--- src/rtl/jaa_pkg.sv ---
// Shared constants for the ARM-to-Java-bytecode peephole decoder:
// Java opcodes, ARM word patterns, FSM states and the emission bundle.
package jaa_pkg;

    localparam logic [7:0] JBC_ICONST_0 = 8'h03;
    localparam logic [7:0] JBC_ILOAD    = 8'h15;
    localparam logic [7:0] JBC_ILOAD_0  = 8'h1A;
    localparam logic [7:0] JBC_ISTORE   = 8'h36;
    localparam logic [7:0] JBC_ISTORE_0 = 8'h3B;
    localparam logic [7:0] JBC_DUP      = 8'h59;
    localparam logic [7:0] JBC_DUP_X1   = 8'h5A;
    localparam logic [7:0] JBC_SWAP     = 8'h5F;
    localparam logic [7:0] JBC_IADD     = 8'h60;

    localparam logic [31:0] ARM_MOV1     = 32'hE3A01000;
    localparam logic [31:0] ARM_ADD      = 32'hE0810002;
    localparam logic [23:0] ARM_LDR_PFX  = 24'hE59130;
    localparam logic [23:0] ARM_STR_PFX  = 24'hE58130;
    localparam logic [15:0] ARM_PUSH_PFX = 16'hE92D;
    localparam logic [15:0] ARM_POP_PFX  = 16'hE8BD;

    localparam logic [15:0] RL_R0  = 16'h0001;
    localparam logic [15:0] RL_R1  = 16'h0002;
    localparam logic [15:0] RL_R01 = 16'h0003;
    localparam logic [15:0] RL_R12 = 16'h0006;

    localparam logic [2:0] MOV_K_MAX = 3'd5;

    typedef enum logic [2:0] {
        ST_IDLE,
        ST_MOV_K,
        ST_LDR_N,
        ST_POP0,
        ST_POP0_PUSH0,
        ST_POP01,
        ST_POP01_PUSH1,
        ST_POP12
    } state_e;

    typedef struct packed {
        logic       emit;
        logic       two;
        logic [7:0] b0;
        logic [7:0] b1;
    } emit_t;

    // Local slots 0..3 have a one-byte form; others take opcode + index.
    function automatic emit_t short_form(input logic [7:0] short_op,
                                         input logic [7:0] long_op,
                                         input logic [7:0] n);
        emit_t e;
        e.emit = 1'b1;
        if (n <= 8'd3) begin
            e.two = 1'b0;
            e.b0  = short_op + n;
            e.b1  = 8'h00;
        end else begin
            e.two = 1'b1;
            e.b0  = long_op;
            e.b1  = n;
        end
        return e;
    endfunction

endpackage

--- src/rtl/arm2jbc_out_buf.sv ---
// Two-entry byte FIFO; a write may carry one or two bytes at once,
// the read side is a valid/ready stream with the oldest byte first.
module arm2jbc_out_buf (
    input  logic       clk,
    input  logic       reset,
    input  logic       wr_en,
    input  logic       wr_two,
    input  logic [7:0] wr_b0,
    input  logic [7:0] wr_b1,
    output logic       rd_valid,
    input  logic       rd_ready,
    output logic [7:0] rd_byte,
    output logic       empty
);

    logic [7:0] b0_q, b0_d;
    logic [7:0] b1_q, b1_d;
    logic [1:0] cnt_q, cnt_d;
    logic       pop;

    assign rd_valid = (cnt_q != 2'd0);
    assign rd_byte  = rd_valid ? b0_q : 8'h00;
    assign empty    = (cnt_q == 2'd0);
    assign pop      = rd_valid && rd_ready;

    always_comb begin
        b0_d  = b0_q;
        b1_d  = b1_q;
        cnt_d = cnt_q;
        if (pop) begin
            b0_d  = b1_q;
            cnt_d = cnt_q - 2'd1;
        end
        if (wr_en) begin
            if (cnt_d == 2'd0) begin
                b0_d  = wr_b0;
                b1_d  = wr_b1;
                cnt_d = wr_two ? 2'd2 : 2'd1;
            end else if (cnt_d == 2'd1 && !wr_two) begin
                b1_d  = wr_b0;
                cnt_d = 2'd2;
            end
        end
    end

    always_ff @(posedge clk) begin
        if (reset) begin
            b0_q  <= 8'h00;
            b1_q  <= 8'h00;
            cnt_q <= 2'd0;
        end else begin
            b0_q  <= b0_d;
            b1_q  <= b1_d;
            cnt_q <= cnt_d;
        end
    end

endmodule

--- src/rtl/arm2jbc_decoder.sv ---
// Folds ARM stack-machine idioms back into Java bytecodes.
// Define ARM2JBC_STATS_EN to add the instr_count / err_count ports.
module arm2jbc_decoder
    import jaa_pkg::*;
#(
    parameter int CNT_W = 16
) (
    input  logic             clk,
    input  logic             reset,
    input  logic [31:0]      in_word,
    input  logic             in_valid,
    output logic             in_ready,
    output logic [7:0]       out_byte,
    output logic             out_valid,
    input  logic             out_ready,
    output logic             err
`ifdef ARM2JBC_STATS_EN
    ,
    output logic [CNT_W-1:0] instr_count,
    output logic [CNT_W-1:0] err_count
`endif
);

    state_e     state_q, state_d;
    logic [7:0] arg_q, arg_d;
    logic       err_q, err_d;
    emit_t      em;
    logic       accept;
    logic       buf_empty;

    logic w_mov, w_ldr, w_str, w_add;
    logic w_push0, w_push1, w_push01;
    logic w_pop0, w_pop01, w_pop12;

    assign accept = in_valid && in_ready;

    assign w_mov    = (in_word[31:3] == ARM_MOV1[31:3]) &&
                      (in_word[2:0] <= MOV_K_MAX);
    assign w_ldr    = (in_word[31:8] == ARM_LDR_PFX);
    assign w_str    = (in_word[31:8] == ARM_STR_PFX);
    assign w_add    = (in_word == ARM_ADD);
    assign w_push0  = (in_word == {ARM_PUSH_PFX, RL_R0});
    assign w_push1  = (in_word == {ARM_PUSH_PFX, RL_R1});
    assign w_push01 = (in_word == {ARM_PUSH_PFX, RL_R01});
    assign w_pop0   = (in_word == {ARM_POP_PFX, RL_R0});
    assign w_pop01  = (in_word == {ARM_POP_PFX, RL_R01});
    assign w_pop12  = (in_word == {ARM_POP_PFX, RL_R12});

    always_ff @(posedge clk) begin
        if (reset) begin
            state_q <= ST_IDLE;
            arg_q   <= 8'h00;
            err_q   <= 1'b0;
        end else begin
            state_q <= state_d;
            arg_q   <= arg_d;
            err_q   <= err_d;
        end
    end

    // Every accepted word either advances a sequence or lands in IDLE.
    always_comb begin
        state_d = state_q;
        arg_d   = arg_q;
        if (accept) begin
            state_d = ST_IDLE;
            case (state_q)
                ST_IDLE: begin
                    if (w_mov) begin
                        state_d = ST_MOV_K;
                        arg_d   = {5'd0, in_word[2:0]};
                    end else if (w_ldr) begin
                        state_d = ST_LDR_N;
                        arg_d   = in_word[7:0];
                    end else if (w_pop0) begin
                        state_d = ST_POP0;
                    end else if (w_pop01) begin
                        state_d = ST_POP01;
                    end else if (w_pop12) begin
                        state_d = ST_POP12;
                    end
                end
                ST_POP0:  if (w_push0) state_d = ST_POP0_PUSH0;
                ST_POP01: if (w_push1) state_d = ST_POP01_PUSH1;
                default:  state_d = ST_IDLE;
            endcase
        end
    end

    always_comb begin
        em    = '0;
        err_d = 1'b0;
        if (accept) begin
            case (state_q)
                ST_IDLE: begin
                    err_d = !(w_mov || w_ldr || w_pop0 ||
                              w_pop01 || w_pop12);
                end
                ST_MOV_K: begin
                    if (w_push1) begin
                        em.emit = 1'b1;
                        em.b0   = JBC_ICONST_0 + arg_q;
                    end else begin
                        err_d = 1'b1;
                    end
                end
                ST_LDR_N: begin
                    if (w_push1) em = short_form(JBC_ILOAD_0, JBC_ILOAD, arg_q);
                    else         err_d = 1'b1;
                end
                ST_POP0: begin
                    if (w_str)
                        em = short_form(JBC_ISTORE_0, JBC_ISTORE, in_word[7:0]);
                    else if (!w_push0)
                        err_d = 1'b1;
                end
                ST_POP0_PUSH0: begin
                    if (w_push1) begin
                        em.emit = 1'b1;
                        em.b0   = JBC_DUP;
                    end else begin
                        err_d = 1'b1;
                    end
                end
                ST_POP01: begin
                    if (w_push01) begin
                        em.emit = 1'b1;
                        em.b0   = JBC_SWAP;
                    end else if (!w_push1) begin
                        err_d = 1'b1;
                    end
                end
                ST_POP01_PUSH1: begin
                    if (w_push01) begin
                        em.emit = 1'b1;
                        em.b0   = JBC_DUP_X1;
                    end else begin
                        err_d = 1'b1;
                    end
                end
                ST_POP12: begin
                    if (w_add) begin
                        em.emit = 1'b1;
                        em.b0   = JBC_IADD;
                    end else begin
                        err_d = 1'b1;
                    end
                end
                default: err_d = 1'b1;
            endcase
        end
    end

    assign err      = err_q;
    assign in_ready = buf_empty;

    arm2jbc_out_buf u_out_buf (
        .clk      (clk),
        .reset    (reset),
        .wr_en    (em.emit),
        .wr_two   (em.two),
        .wr_b0    (em.b0),
        .wr_b1    (em.b1),
        .rd_valid (out_valid),
        .rd_ready (out_ready),
        .rd_byte  (out_byte),
        .empty    (buf_empty)
    );

`ifdef ARM2JBC_STATS_EN
    logic [CNT_W-1:0] instr_cnt_q, instr_cnt_d;
    logic [CNT_W-1:0] err_cnt_q, err_cnt_d;

    always_comb begin
        instr_cnt_d = instr_cnt_q;
        err_cnt_d   = err_cnt_q;
        if (em.emit && !(&instr_cnt_q)) instr_cnt_d = instr_cnt_q + 1'b1;
        if (err_d && !(&err_cnt_q))     err_cnt_d   = err_cnt_q + 1'b1;
    end

    always_ff @(posedge clk) begin
        if (reset) begin
            instr_cnt_q <= '0;
            err_cnt_q   <= '0;
        end else begin
            instr_cnt_q <= instr_cnt_d;
            err_cnt_q   <= err_cnt_d;
        end
    end

    assign instr_count = instr_cnt_q;
    assign err_count   = err_cnt_q;
`endif

endmodule

--- config.mk ---
export PLATFORM = sky130hd
export DESIGN_NAME = arm2jbc_decoder
export DESIGN_NICKNAME = d
export VERILOG_FILES = /design/src/rtl/jaa_pkg.sv /design/src/rtl/arm2jbc_out_buf.sv /design/src/rtl/arm2jbc_decoder.sv
export SDC_FILE = /design/constraint.sdc
export NUM_CORES = 1
export LEC_CHECK = 0
export BUFFER_PORTS_ARGS = -buffer_cell sky130_fd_sc_hd__buf_2
export CAP_MARGIN = 15
export CORE_MARGIN = 3
export CORE_UTILIZATION = 55
export CTS_CLUSTER_SIZE = 10
export DETAILED_ROUTE_END_ITERATION = 10
export PLACE_DENSITY_LB_ADDON = 0.12
export SETUP_SLACK_MARGIN = 0.2
export SLEW_MARGIN = 20
export SYNTH_ARGS = -nofsm -noshare
export SYNTH_HDL_FRONTEND = slang
export SYNTH_HIERARCHICAL = 1
export SYNTH_SLANG_ARGS = --single-unit
--- constraint.sdc ---
create_clock -name clk -period 3.3 [get_ports clk]
set_clock_uncertainty 0.1 [all_clocks]
set_input_delay 0 -clock clk [delete_from_list [all_inputs] [get_ports clk]]
set_output_delay 0 -clock clk [all_outputs]
set_load 0.01 [all_outputs]
# ---- Word level (Yosys, flattened, before mapping)
# Index checks and enable logic that the tools add are counted.
dict set report word_totals {
  register_bits 30
  output_inout_bits 11
  elab_cells 99
}
dict set report op_classes {
  addsub 4
  n_lt_le_gt_ge 3
  n_eq_ne 18
  n_mux 45
  n_bitwise 1
  n_reduce_logical 22
}
# op n
set op_table {}
lappend op_table {{== test 32 bit, second input constant} 7}
lappend op_table {{2-to-1 mux 8 bit} 9}
lappend op_table {{case mux 8 bit (7 select lines)} 1}
lappend op_table {{2-to-1 mux 18 bit} 3}
lappend op_table {{== test 24 bit, second input constant} 2}
lappend op_table {{2-to-1 mux 17 bit} 2}
lappend op_table {{== test 29 bit, second input constant} 1}
lappend op_table {{2-to-1 mux 7 bit} 4}
lappend op_table {{2-to-1 mux 3 bit} 7}
lappend op_table {{less-or-equal comparator 8 x 2 -> 1 bit, second input constant} 2}
lappend op_table {{case mux 8 bit (2 select lines)} 1}
lappend op_table {{== test 3 bit, second input constant} 4}
lappend op_table {{2-to-1 mux 2 bit} 5}
lappend op_table {{2-to-1 mux 1 bit} 9}
lappend op_table {{case mux 3 bit (3 select lines)} 1}
lappend op_table {{adder 2 x 8 -> 8 bit, first input constant} 1}
lappend op_table {{adder 5 x 8 -> 8 bit, first input constant} 1}
lappend op_table {{adder 6 x 8 -> 8 bit, first input constant} 1}
lappend op_table {{== test 3 x 2 -> 1 bit, second input constant} 2}
lappend op_table {{case mux 1 bit (6 select lines)} 1}
lappend op_table {{nonzero test 2 bit} 3}
lappend op_table {{OR reduction 2 bit} 3}
lappend op_table {{case mux 1 bit (5 select lines)} 1}
lappend op_table {{logical AND 1 bit} 4}
lappend op_table {{13 further kinds} 18}

# ---- Depth between registers and ports, before layout
# Gate-level depths: netlist of run 1.
dict set report logic_depth {
  word_depth 10
  depth_mapped 13
  depth_no_buf 11
}

# ---- Hierarchy
# The synthesis of run 1 kept the hierarchy.
# module n_inst cells_per_inst area_each_um2 seq_area_each_um2
set modules_own_cells {}
lappend modules_own_cells {arm2jbc_decoder 1 251 1786.7 240.2}
lappend modules_own_cells {arm2jbc_out_buf 1 120 998.5 360.3}

# ---- Worst setup path after synthesis of run 1
# Ideal clock, no wire load.
dict set report synth_timing {
  path_kind {input port to flip-flop}
  startpoint {in in_word[6]}
  endpoint {reg u_out_buf.cnt_q[1]}
  setup_ns 0.119
  t_arrival_ns 2.721
  t_required_ns 3.081
  setup_slack_ns 0.361
  stages 10
  path_cell_list {or2_1 nor4_1 nand3_2 nor4_2 a21oi_1 nor2_1 a2111oi_4 or2_1 buf_6 o221a_1}
}
# element line
set synth_lines {}
lappend synth_lines {{start, declared} arm2jbc_decoder.sv:10} ;# input logic [31:0] in_word,
lappend synth_lines {{end signal, assigned} arm2jbc_out_buf.sv:54} ;# cnt_q <= cnt_d;
lappend synth_lines {{end, declared} arm2jbc_out_buf.sv:18} ;# logic [1:0] cnt_q, cnt_d;

==> flow_summary_export.csv, run 1 <==
group,metric,value,unit
status,outcome,"finished, final reports clean",
clocking,cts.reportedPaths.clkPinSlew,0.07,ns
cells_and_area,num_antenna_cells,0,
power_and_ir_drop,max-vdd-ir-drop,195,uV
placement,placedCellCount,477,
grt,grt_overflow,0,
sta,finalSetupViolCount,0,
sta,timing.final.crit_share,91.2,%
cells_and_area,final_standard_cell_count_with_taps_included_and_fillers_excluded,494,
cells_and_area,area_growth_syn_to_layout,17.3,%
floorplan,dieArea,0.00595,mm2
floorplan,chipHeight,77.2,um
floorplan,design.core.area,0.00482,mm2
yosys,synth_area_leader_cell,"sky130_fd_sc_hd__dfxtp_1",
critical_path,crit_arrival,3.08,ns
power_and_ir_drop,power.static_leakage,1.10,nW
drt,antenna_left,0,
yosys,syn-instance-count,371,
power_and_ir_drop,power_density_over_the_cells,285,mW/mm2
drt,post-route-drc-count,0,
critical_path,slowest_stage,"sky130_fd_sc_hd__dfxtp_1",
drt,dr.pass1.iters,5,
critical_path,critical_path.cell_chain,"inv_1 > nand3_1 > nor2_1 > o41ai_1 > a31oi_1 > inv_1 > a2111oi_4 > or2_1 > o221a_1",
critical_path,start_kind,"flop",
grt,largest_net_degree_at_the_start_of_global_routing,24,
critical_path,timing.critical_path.mode_cell,"sky130_fd_sc_hd__inv_1",
yosys,postSynthNetCount,415,
clocking,clock_path_buffers,2,
power_and_ir_drop,internal_power,659,uW
floorplan,dieWidth,77.2,um
cells_and_area,final_cell_mix,"sky130_fd_sc_hd__nand2_1, sky130_fd_sc_hd__buf_2, sky130_fd_sc_hd__nor2_1",
clocking,numCtsBuffers,5,
yosys,number_of_distinct_standard_cells_referenced_by_the_synthesized_netlist,66,
grt,global_route_wire_length_before_repair,13500,um
yosys,asyncSetResetFlopFracSynth,0,%
sta,setup_tns,0,ns
sta,timing.final.crit_period,3.01,ns
drt,drt_first_iter_violations,225,
clocking,clkLatencyLatePin,0.28,ns
yosys,yosys_register_bits,30,
yosys,area_share_of_the_largest_cell_type_after_synthesis,21.6,%
floorplan,starting_density,57.8,%
clocking,cts.sinks,30,
yosys,synth-seq-area-share,21.6,%
placement,dp_hpwl,6340,um
clocking,cts_tree,"yes",
clocking,htreeDepth,2,
sta,final-hold-violation-count,0,
cells_and_area,drive_above_1_share,20.6,%
cells_and_area,final_net_count,470,
critical_path,crit_buf_inv,2,
critical_path,endpoint_kind_of_the_worst_setup_timing_path,"flop",
sta,max_clock_freq,0.332,GHz
clocking,clockRootBuffer,"sky130_fd_sc_hd__clkbuf_8",
drt,viasPerCell,6.23,
cells_and_area,post-route-util,67.8,%
grt,grt_pass1_vias,2845,
sta,slew_violations,0,
cells_and_area,layout_commonest_cell,"sky130_fd_sc_hd__nand2_1",
run,max_cap_viols,0,
sta,timing.max_slew.rel_slack,57.4,%
yosys,syn_area,0.00279,mm2
critical_path,timing.critical_path.max_delay_family,"compound AO/OA/AOI/OAI gates",
placement,routabilityCongestion,0.978,
floorplan,io_pins,47,
power_and_ir_drop,register_share_of_total_power,40.3,%
critical_path,cp_max_fo,14,
min_path,path_category_of_the_worst_min_delay_check,"input pin to flop",
grt,antenna_found_initial,0,
power_and_ir_drop,combinationalPowerShare,20.8,%
floorplan,row_count,25,
drt,totalWireLength,8130,um
yosys,yosys_warnings,6,
critical_path,critical-path-max-stage-delay,0.61,ns
critical_path,rrSetupSlack,0.29,ns
cells_and_area,fillCellCount,449,
drt,wire_per_inst,16.5,um
power_and_ir_drop,p_clk_share,38.9,%
sta,hold_slack,0.00693,ns
drt,vias,3077,
yosys,synth_area_per_cell,7.51,um2
yosys,synth_enable_flop_cells,0,
power_and_ir_drop,netSwitchingPower,273,uW
placement,io_buffer_count,46,
sta,setup_repair_after_global_routing_missed_its_margin,"no",
critical_path,worstSetupPathType,"flop to flop",
power_and_ir_drop,switching_share,29.3,%
critical_path,cp_data_required_time,3.37,ns
grt,track_usage,27.4,%
sta,timing_worst_slew_pin_value,0.637,ns
yosys,yosys_most_used_dff,"sky130_fd_sc_hd__dfxtp_1",
yosys,post_synth_main_area_contributors,"sky130_fd_sc_hd__dfxtp_1, sky130_fd_sc_hd__nand2_1, sky130_fd_sc_hd__nor2_1",
per-layer routing:
layer  wire (um)  GRT usage, %  share of wire, %
met4          95          8.54               1.2
met2        3960          46.5                49
met5           0             0                 0
met3         492          3.87               6.1
met1        3580          35.8                44
layout make-up:
type | instances | area, um2 | share of cell area (%)
Timing Repair Buffer | 67 | 405 | 12.4
Multi-Input combinational cell | 309 | 2010 | 61.6
Tap cell | 67 | 83.8 | 2.57
Sequential cell | 30 | 603 | 18.5
Inverter | 13 | 51.3 | 1.57
Clock inverter | 3 | 40.0 | 1.23
Clock buffer | 5 | 68.8 | 2.11
worst register-to-register path, cell delays in order, from the launching register on:
cell,delay [ns]
sky130_fd_sc_hd__dfxtp_1,0.61
sky130_fd_sc_hd__inv_1,0.22
sky130_fd_sc_hd__nand3_1,0.21
sky130_fd_sc_hd__nor2_1,0.07
sky130_fd_sc_hd__o41ai_1,0.39
sky130_fd_sc_hd__a31oi_1,0.20
sky130_fd_sc_hd__inv_1,0.36
sky130_fd_sc_hd__a2111oi_4,0.11
sky130_fd_sc_hd__or2_1,0.38
sky130_fd_sc_hd__o221a_1,0.24
what timing repair did:
action | CTS | global route
hold buffers | 7 | 0
buffers inserted | 0 | 2
gates resized for setup | 0 | 3
setup endpoints to repair | 0 | 9
hold endpoints to repair | 7 | 0
power by group through the flow:
stage | clock (mW) | sequential [mW] | combinational [mW]
6_report | 0.362 | 0.376 | 0.194
5_1_grt | 0.388 | 0.377 | 0.214
4_1_cts | 0.372 | 0.376 | 0.191
3_5_place_dp | 0 | 0.384 | 0.184
3_3_place_gp | 0 | 0.384 | 0.181
2_1_floorplan | 0 | 0.383 | 0.125
cells by family after synthesis:
group | share of synthesized area (%)
xor+xnor | 2.52
fa+ha+maj | 3.59
flops | 21.6
simple gates | 40.0
compound gates | 22.5
mux | 3.59
buf+inv | 6.24
final timing paths:
kind | start | cells after the start | end
worst min-delay path | in_word[2] | 3 | arg_q[2]
worst max-delay path | state_q[1] | 9 | u_out_buf/cnt_q[1]
worst max register to register | state_q[1] | 9 | u_out_buf/cnt_q[1]
worst min register to register | u_out_buf/b0_q[3] | 2 | u_out_buf/b0_q[3]
through the flow:
stage | power [mW] | cell area, um2 | setup WS (ns)
6_report | 0.932 | 3270 | 0.291
5_1_grt | 0.978 | 3270 | 0.179
4_1_cts | 0.939 | 3250 | 0.206
3_5_place_dp | 0.568 | 3070 | 0.127
3_3_place_gp | 0.565 | 3070 | 0.335
2_1_floorplan | 0.508 | 2790 | 0.361
cell usage after synthesis, types with 2 or more instances:
cell type                   number
sky130_fd_sc_hd__nor4bb_1        4
sky130_fd_sc_hd__or3_1           5
sky130_fd_sc_hd__xor2_1          3
sky130_fd_sc_hd__nor3_1         15
sky130_fd_sc_hd__o21ai_0         7
sky130_fd_sc_hd__nor2_1         36
sky130_fd_sc_hd__inv_1          11
sky130_fd_sc_hd__a2111oi_4       2
sky130_fd_sc_hd__nor4_1          9
sky130_fd_sc_hd__a31oi_1        15
sky130_fd_sc_hd__and4b_1         2
sky130_fd_sc_hd__clkbuf_8        3
sky130_fd_sc_hd__nand2_1        53
sky130_fd_sc_hd__a21oi_1        12
sky130_fd_sc_hd__a32oi_1         2
sky130_fd_sc_hd__nor4_2          2
sky130_fd_sc_hd__dfxtp_1        30
sky130_fd_sc_hd__and4_1          2
sky130_fd_sc_hd__xnor2_1         5
sky130_fd_sc_hd__a311oi_1        9
sky130_fd_sc_hd__mux2i_1        10
sky130_fd_sc_hd__o31ai_1         9
sky130_fd_sc_hd__or2_1           2
sky130_fd_sc_hd__nand4b_1        6
sky130_fd_sc_hd__nand3b_1        3
sky130_fd_sc_hd__nor2b_1        13
sky130_fd_sc_hd__nand3_1        16
sky130_fd_sc_hd__a22oi_1         6
sky130_fd_sc_hd__and3_1          4
sky130_fd_sc_hd__nand4_1        12
sky130_fd_sc_hd__clkbuf_1       10
sky130_fd_sc_hd__a222oi_1        2
sky130_fd_sc_hd__nor3b_1         5
sky130_fd_sc_hd__a211o_1         2
sky130_fd_sc_hd__ha_1            8
sky130_fd_sc_hd__nand2b_1        5
sky130_fd_sc_hd__buf_4           2
sequential cells by signal, indices dropped and copies added (netlist names):
name,cells
err,1
u_out_buf/cnt_q,2
arg_q,8
u_out_buf/b1_q,8
state_q,3
u_out_buf/b0_q,8
Power figures use the tool's default switching activity.
==> run 2: changes to the inputs <==
CAP_MARGIN = not set   (was 15)
CORE_UTILIZATION = 57   (was 55)
==> run 2 against run 1 <==
Flip-flop and latch count stayed put. Combinational power barely moved. Setup slack better by 0.18 ns. Sequential power about the same. Cell count up 0.20%. Largest cell class unchanged. Largest power group unchanged. Highest routed layer unchanged.
==> flow_summary_export.csv, run 2 (synthesis gave the netlist of run 1 again) <==
group,metric,value,unit
cells_and_area,final_cell_mix,"sky130_fd_sc_hd__nand2_1, sky130_fd_sc_hd__buf_2, sky130_fd_sc_hd__nor2_1",
critical_path,rrSetupSlack,0.47,ns
floorplan,design.core.area,0.00453,mm2
cells_and_area,area_growth_syn_to_layout,17.5,%
status,outcome,"finished, final reports clean",
floorplan,dieArea,0.00576,mm2
grt,grt_overflow,0,
sta,hold_slack,0.0485,ns
drt,drt_first_iter_violations,358,
floorplan,chipHeight,75.9,um
critical_path,crit_arrival,2.96,ns
grt,track_usage,27.4,%
sta,final-hold-violation-count,0,
placement,dp_hpwl,6220,um
power_and_ir_drop,power.static_leakage,1.10,nW
sta,timing.final.crit_share,85.7,%
placement,routabilityCongestion,0.980,
grt,antenna_found_initial,0,
grt,largest_net_degree_at_the_start_of_global_routing,24,
min_path,min_from,"reset",
drt,post-route-drc-count,0,
clocking,numCtsBuffers,5,
critical_path,worstSetupPathType,"flop to flop",
critical_path,cp_data_required_time,3.43,ns
clocking,clkLatencyLatePin,0.29,ns
clocking,clock_path_buffers,2,
min_path,timing.hold.worst_endpoint,"arg_q[1]",
critical_path,reg2reg_depth,10,
run,max_cap_viols,0,
floorplan,starting_density,61.4,%
power_and_ir_drop,max-vdd-ir-drop,243,uV
cells_and_area,drive_above_1_share,21.2,%
cells_and_area,largest_registers,"arg_q (8), u_out_buf/b0_q (8), u_out_buf/b1_q (8)",
sta,finalSetupViolCount,0,
grt,grt_pass1_vias,2776,
sta,timing.final.crit_period,2.83,ns
critical_path,start_kind,"flop",
critical_path,timing.rr.start,"state_q[1]",
drt,viasPerCell,6.28,
grt,global_route_wire_length_before_repair,13200,um
drt,antenna_left,0,
clocking,htreeDepth,2,
sta,setup_tns,0,ns
min_path,worst_hold_path.num_cells,2,
cells_and_area,final_net_count,473,
cells_and_area,num_antenna_cells,0,
clocking,clockRootBuffer,"sky130_fd_sc_hd__clkbuf_8",
drt,wire_per_inst,16.6,um
sta,timing.max_slew.rel_slack,53.2,%
sta,timing_worst_slew_pin_value,0.700,ns
cells_and_area,layout_commonest_cell,"sky130_fd_sc_hd__nand2_1",
drt,vias,3111,
critical_path,endpoint_kind_of_the_worst_setup_timing_path,"flop",
drt,dr.pass1.iters,5,
clocking,cts.reportedPaths.clkPinSlew,0.07,ns
floorplan,dieWidth,75.9,um
sta,setup_repair_after_global_routing_missed_its_margin,"no",
critical_path,cp_max_fo,10,
sta,max_clock_freq,0.354,GHz
clocking,cts_tree,"yes",
drt,totalWireLength,8200,um
floorplan,io_pins,47,
min_path,path_category_of_the_worst_min_delay_check,"input pin to flop",
clocking,cts.sinks,30,
floorplan,row_count,24,
placement,io_buffer_count,46,
power_and_ir_drop,power_density_over_the_cells,269,mW/mm2
sta,slew_violations,0,
critical_path,reg2reg_to,"u_out_buf/cnt_q[1]",
run 2: layer usage:
metal,global-route usage [%],vias up,wire (um)
met3,6.99,16,860
met4,6.88,0,156
li1,-,1516,-
met2,41.8,182,3570
met1,38.6,1397,3620
met5,0,-,0
run 2: repair_timing:
| action | CTS | global route |
|---|---|---|
| hold buffers | 8 | 0 |
| buffers inserted | 0 | 5 |
| hold endpoints to repair | 8 | 0 |
| setup endpoints to repair | 0 | 9 |
| gates resized for setup | 0 | 5 |
run 2: worst max path at each step:
stage | startpoint | to | slack, ns | cells after the start
after CTS | state_q[2] | u_out_buf/cnt_q[1] | 0.27 | 8
after floorplan | in_word[6] | u_out_buf/cnt_q[1] | 0.36 | 10
after global routing | in_word[11] | u_out_buf/b1_q[7] | 0.22 | 13
final | state_q[1] | u_out_buf/cnt_q[1] | 0.47 | 10
after global placement | in_word[11] | u_out_buf/cnt_q[1] | 0.17 | 11
after detailed placement | in_word[11] | u_out_buf/cnt_q[1] | 0.07 | 11
run 2: worst max-delay path, stage by stage (launching register included):
cell and delay (ns):
sky130_fd_sc_hd__dfxtp_1 0.37, sky130_fd_sc_hd__buf_4 0.18, sky130_fd_sc_hd__nand2b_1 0.23, sky130_fd_sc_hd__nor2_1 0.23, sky130_fd_sc_hd__nand3_1 0.20, sky130_fd_sc_hd__a31oi_1 0.32, sky130_fd_sc_hd__inv_2 0.18, sky130_fd_sc_hd__a2111oi_4 0.39
sky130_fd_sc_hd__buf_4 0.21, sky130_fd_sc_hd__or2_4 0.18, sky130_fd_sc_hd__o221a_1 0.18
run 2: final cells by class:
class | instances | area [um2]
inverter | 13 | 51.3
timing repair buffer | 70 | 430
clock inverter | 1 | 5.00
fill | 384 | 1260
sequential | 30 | 603
clock buffer | 7 | 86.3
tap | 65 | 81.3
multi-input combinational | 309 | 2020
run 2: where the power goes:
group          switching [mW]  total [mW]  leakage, nW  internal [mW]
clock network           0.141       0.309       0.0482          0.168
registers             0.00906       0.376        0.243          0.367
logic                   0.125       0.196        0.811         0.0716
run 2: through the flow:
stage,cell area [um2],power (mW),std cells,setup slack [ns],utilization (%)
after floorplan,2790,0.508,371,0.361,-
after global placement,3060,0.565,474,0.172,67.4
after detailed placement,3060,0.569,474,0.0711,67.4
after CTS,3230,0.884,490,0.274,71.2
after global routing,3270,0.923,495,0.218,72.2
final,3270,0.881,495,0.472,72.2
==> run 3: changes to the inputs <==
SLEW_MARGIN = not set   (was 20)
SYNTH_HIERARCHICAL = not set   (was 1)
==> run 3 against run 2 <==
Global-route usage increased by 0.25 points. Highest routed layer unchanged. Flip-flop and latch count unchanged. Synthesized cell count fell by 1.3%. Clock-buffer cell count decreased by 1. Sequential share of layout area up 0.058 points. Maximum frequency shrank 3.8%. Die area increased by 0.21%.
==> flow_summary_export.csv, run 3 <==
group,metric,value,unit
grt,track_usage,27.7,%
min_path,worst_hold_path.num_cells,5,
grt,global_route_wire_length_before_repair,13300,um
cells_and_area,layout_commonest_cell,"sky130_fd_sc_hd__buf_2",
critical_path,crit_buf_inv,3,
yosys,yosys_most_used_dff,"sky130_fd_sc_hd__dfxtp_1",
sta,timing.final.crit_period,2.94,ns
floorplan,design.core.area,0.00453,mm2
cells_and_area,num_antenna_cells,0,
cells_and_area,final_cell_mix,"sky130_fd_sc_hd__buf_2, sky130_fd_sc_hd__nor2_1, sky130_fd_sc_hd__dfxtp_1",
clocking,cts_tree,"yes",
critical_path,endpoint_kind_of_the_worst_setup_timing_path,"flop",
critical_path,crit_arrival,3.02,ns
drt,antenna_left,0,
grt,global_route.peak_usage_layer,"met2",
grt,grt_pass1_vias,2714,
cells_and_area,post-route-util,71.7,%
placement,pre_cts_ws,0.408,ns
yosys,syn-instance-count,366,
floorplan,io_pins,47,
drt,drt_first_iter_violations,291,
placement,dpl_cell_area,0.00307,mm2
clocking,clockRootBuffer,"sky130_fd_sc_hd__clkbuf_8",
yosys,number_of_distinct_standard_cells_referenced_by_the_synthesized_netlist,65,
critical_path,reg2reg_to,"u_out_buf.b1_q[4]",
sta,timing.max_slew.rel_slack,27.3,%
placement,routabilityCongestion,0.958,
clocking,htreeDepth,2,
clocking,clkLatencyLatePin,0.29,ns
sta,setup_tns,0,ns
min_path,path_category_of_the_worst_min_delay_check,"input pin to flop",
grt,grtUsageMet1,38.9,%
yosys,asyncSetResetFlopFracSynth,0,%
grt,met2_resource_use_gr,43.7,%
placement,placedCellCount,465,
min_path,min_from,"in_valid",
grt,largest_net_degree_at_the_start_of_global_routing,32,
drt,wire_per_inst,16.7,um
drt,totalWireLength,8050,um
critical_path,timing.critical_path.max_delay_family,"simple AND/OR/NAND/NOR gates",
critical_path,timing.critical_path.depth,10,
yosys,yosys_warnings,0,
floorplan,row_count,24,
drt,vias,3089,
cells_and_area,final_standard_cell_count_with_taps_included_and_fillers_excluded,481,
clocking,cts.sinks,30,
critical_path,worstSetupPathType,"input pin to flop",
floorplan,starting_density,61.6,%
min_path,timing.hold.worst_endpoint,"state_q[1]",
yosys,synth_enable_flop_cells,0,
status,outcome,"finished, final reports clean",
critical_path,critical_path.cell_chain,"dlygate4sd3_1 > buf_2 > ha_1 > or4b_4 > or4_4 > o221ai_2 > o31a_1 > buf_4 > a21oi_1 > mux2_1",
power_and_ir_drop,finalPower,865,uW
yosys,synth.top_cells.by_count,"sky130_fd_sc_hd__nor2_1, sky130_fd_sc_hd__dfxtp_1, sky130_fd_sc_hd__nand2_1",
critical_path,cp_max_fo,8,
drt,post-route-drc-count,0,
cells_and_area,layout.cell_area.non_filler,0.00325,mm2
run,max_cap_viols,0,
yosys,synth_area_per_cell,7.63,um2
sta,final_critical_path_setup_slack,0.359,ns
placement,dp_hpwl,6160,um
cells_and_area,final_net_count,459,
critical_path,cp_data_required_time,3.38,ns
critical_path,start_kind,"input pin",
sta,final-hold-violation-count,0,
critical_path,reg2reg_depth,8,
placement,io_buffer_count,46,
sta,timing.final.crit_share,89.1,%
sta,finalSetupViolCount,0,
yosys,post_synth_main_area_contributors,"sky130_fd_sc_hd__dfxtp_1, sky130_fd_sc_hd__nor2_1, sky130_fd_sc_hd__nor2b_1",
grt,groute.layer.met3.usage,4.37,%
cells_and_area,fillCellCount,390,
sta,max_clock_freq,0.340,GHz
yosys,synth_area_leader_cell,"sky130_fd_sc_hd__dfxtp_1",
sta,hold_slack,0.0757,ns
clocking,numCtsBuffers,5,
yosys,yosys_register_bits,30,
power_and_ir_drop,power.static_leakage,1.19,nW
critical_path,critical-path-max-stage-delay,0.59,ns
grt,antenna_found_initial,0,
clocking,cts.reportedPaths.clkPinSlew,0.07,ns
yosys,synth-seq-area-share,21.5,%
critical_path,crit_start,"in_word[1]",
cells_and_area,area_growth_syn_to_layout,16.4,%
clocking,clock_path_buffers,2,
critical_path,slowest_stage,"sky130_fd_sc_hd__or4_4",
floorplan,chipHeight,76.0,um
floorplan,dieWidth,76.0,um
yosys,area_share_of_the_largest_cell_type_after_synthesis,21.5,%
sta,slew_violations,0,
power_and_ir_drop,max-vdd-ir-drop,205,uV
yosys,synth.most_common_cell,"sky130_fd_sc_hd__nor2_1",
critical_path,timing.rr.start,"u_out_buf.cnt_q[0]",
yosys,postSynthNetCount,410,
drt,dr.pass1.iters,5,
sta,setup_repair_after_global_routing_missed_its_margin,"no",
sta,timing_worst_slew_pin_value,1.08,ns
power_and_ir_drop,power_density_over_the_cells,266,mW/mm2
grt,grt_overflow,0,
cells_and_area,drive_above_1_share,22.1,%
cells_and_area,multi_input_area,0.00200,mm2
cells_and_area,ff_latch_area,601,um2
floorplan,dieArea,0.00577,mm2
drt,viasPerCell,6.42,
yosys,syn_area,0.00279,mm2
cells_and_area,largest_registers,"arg_q (8), u_out_buf.b0_q (8), u_out_buf.b1_q (8)",
critical_path,rrSetupSlack,0.56,ns
## run 3: kinds of logic (layout without fill, tap and decap cells)
logic type / after synthesis / count (layout) / share of synthesized area (%)
adders and majority gates: 8 / 8 / 3.59
buffers and inverters: 39 / 89 / 6.86
AOI/OAI and AO/OA: 92 / 92 / 26.1
xor gates and xnor gates: 7 / 7 / 2.20
DFF: 30 / 30 / 21.5
muxes: 10 / 10 / 3.63
and+or+nand+nor: 180 / 180 / 36.1
## run 3: per-layer routing
layer  up-vias  share of wire, %
li1       1484                 -
met1      1441                45
met2       150                45
met3        14               8.3
met4         0               1.6
met5         -                 0
## run 3: where the power goes
part | switching, mW | internal [mW]
Combinational | 0.105 | 0.0690
Clock | 0.152 | 0.167
Sequential | 0.00434 | 0.368
## run 3: worst max-delay path by stage
stage	to	slack [ns]
after floorplan	u_out_buf.b1_q[1]	0.78
after global placement	u_out_buf.b1_q[1]	0.51
after detailed placement	u_out_buf.b1_q[1]	0.41
after CTS	u_out_buf.b1_q[1]	0.25
after global routing	u_out_buf.b1_q[1]	0.20
final	u_out_buf.cnt_q[0]	0.36
## run 3: area by class of cell
cell class                 count  share of cell area [%]
timing repair buffer          69                    13.0
tap                           65                    2.50
clock buffer                   6                    2.54
multi-input combinational    297                    61.7
inverter                      12                    1.39
clock inverter                 2                   0.385
sequential                    30                    18.5
## run 3: repair_timing
action,in CTS,in global routing
setup endpoints to repair,0,12
buffers inserted,0,0
hold buffers,8,0
gates resized for setup,0,2
hold endpoints to repair,8,0
## run 3: worst reg2reg max path, stage by stage (launching register included)
cell	delay (ns)
sky130_fd_sc_hd__dfxtp_1	0.36
sky130_fd_sc_hd__inv_1	0.13
sky130_fd_sc_hd__ha_1	0.41
sky130_fd_sc_hd__nor2b_1	0.15
sky130_fd_sc_hd__o31ai_1	0.49
sky130_fd_sc_hd__nand2_1	0.34
sky130_fd_sc_hd__o32ai_1	0.32
sky130_fd_sc_hd__a211oi_1	0.11
sky130_fd_sc_hd__a211oi_2	0.25
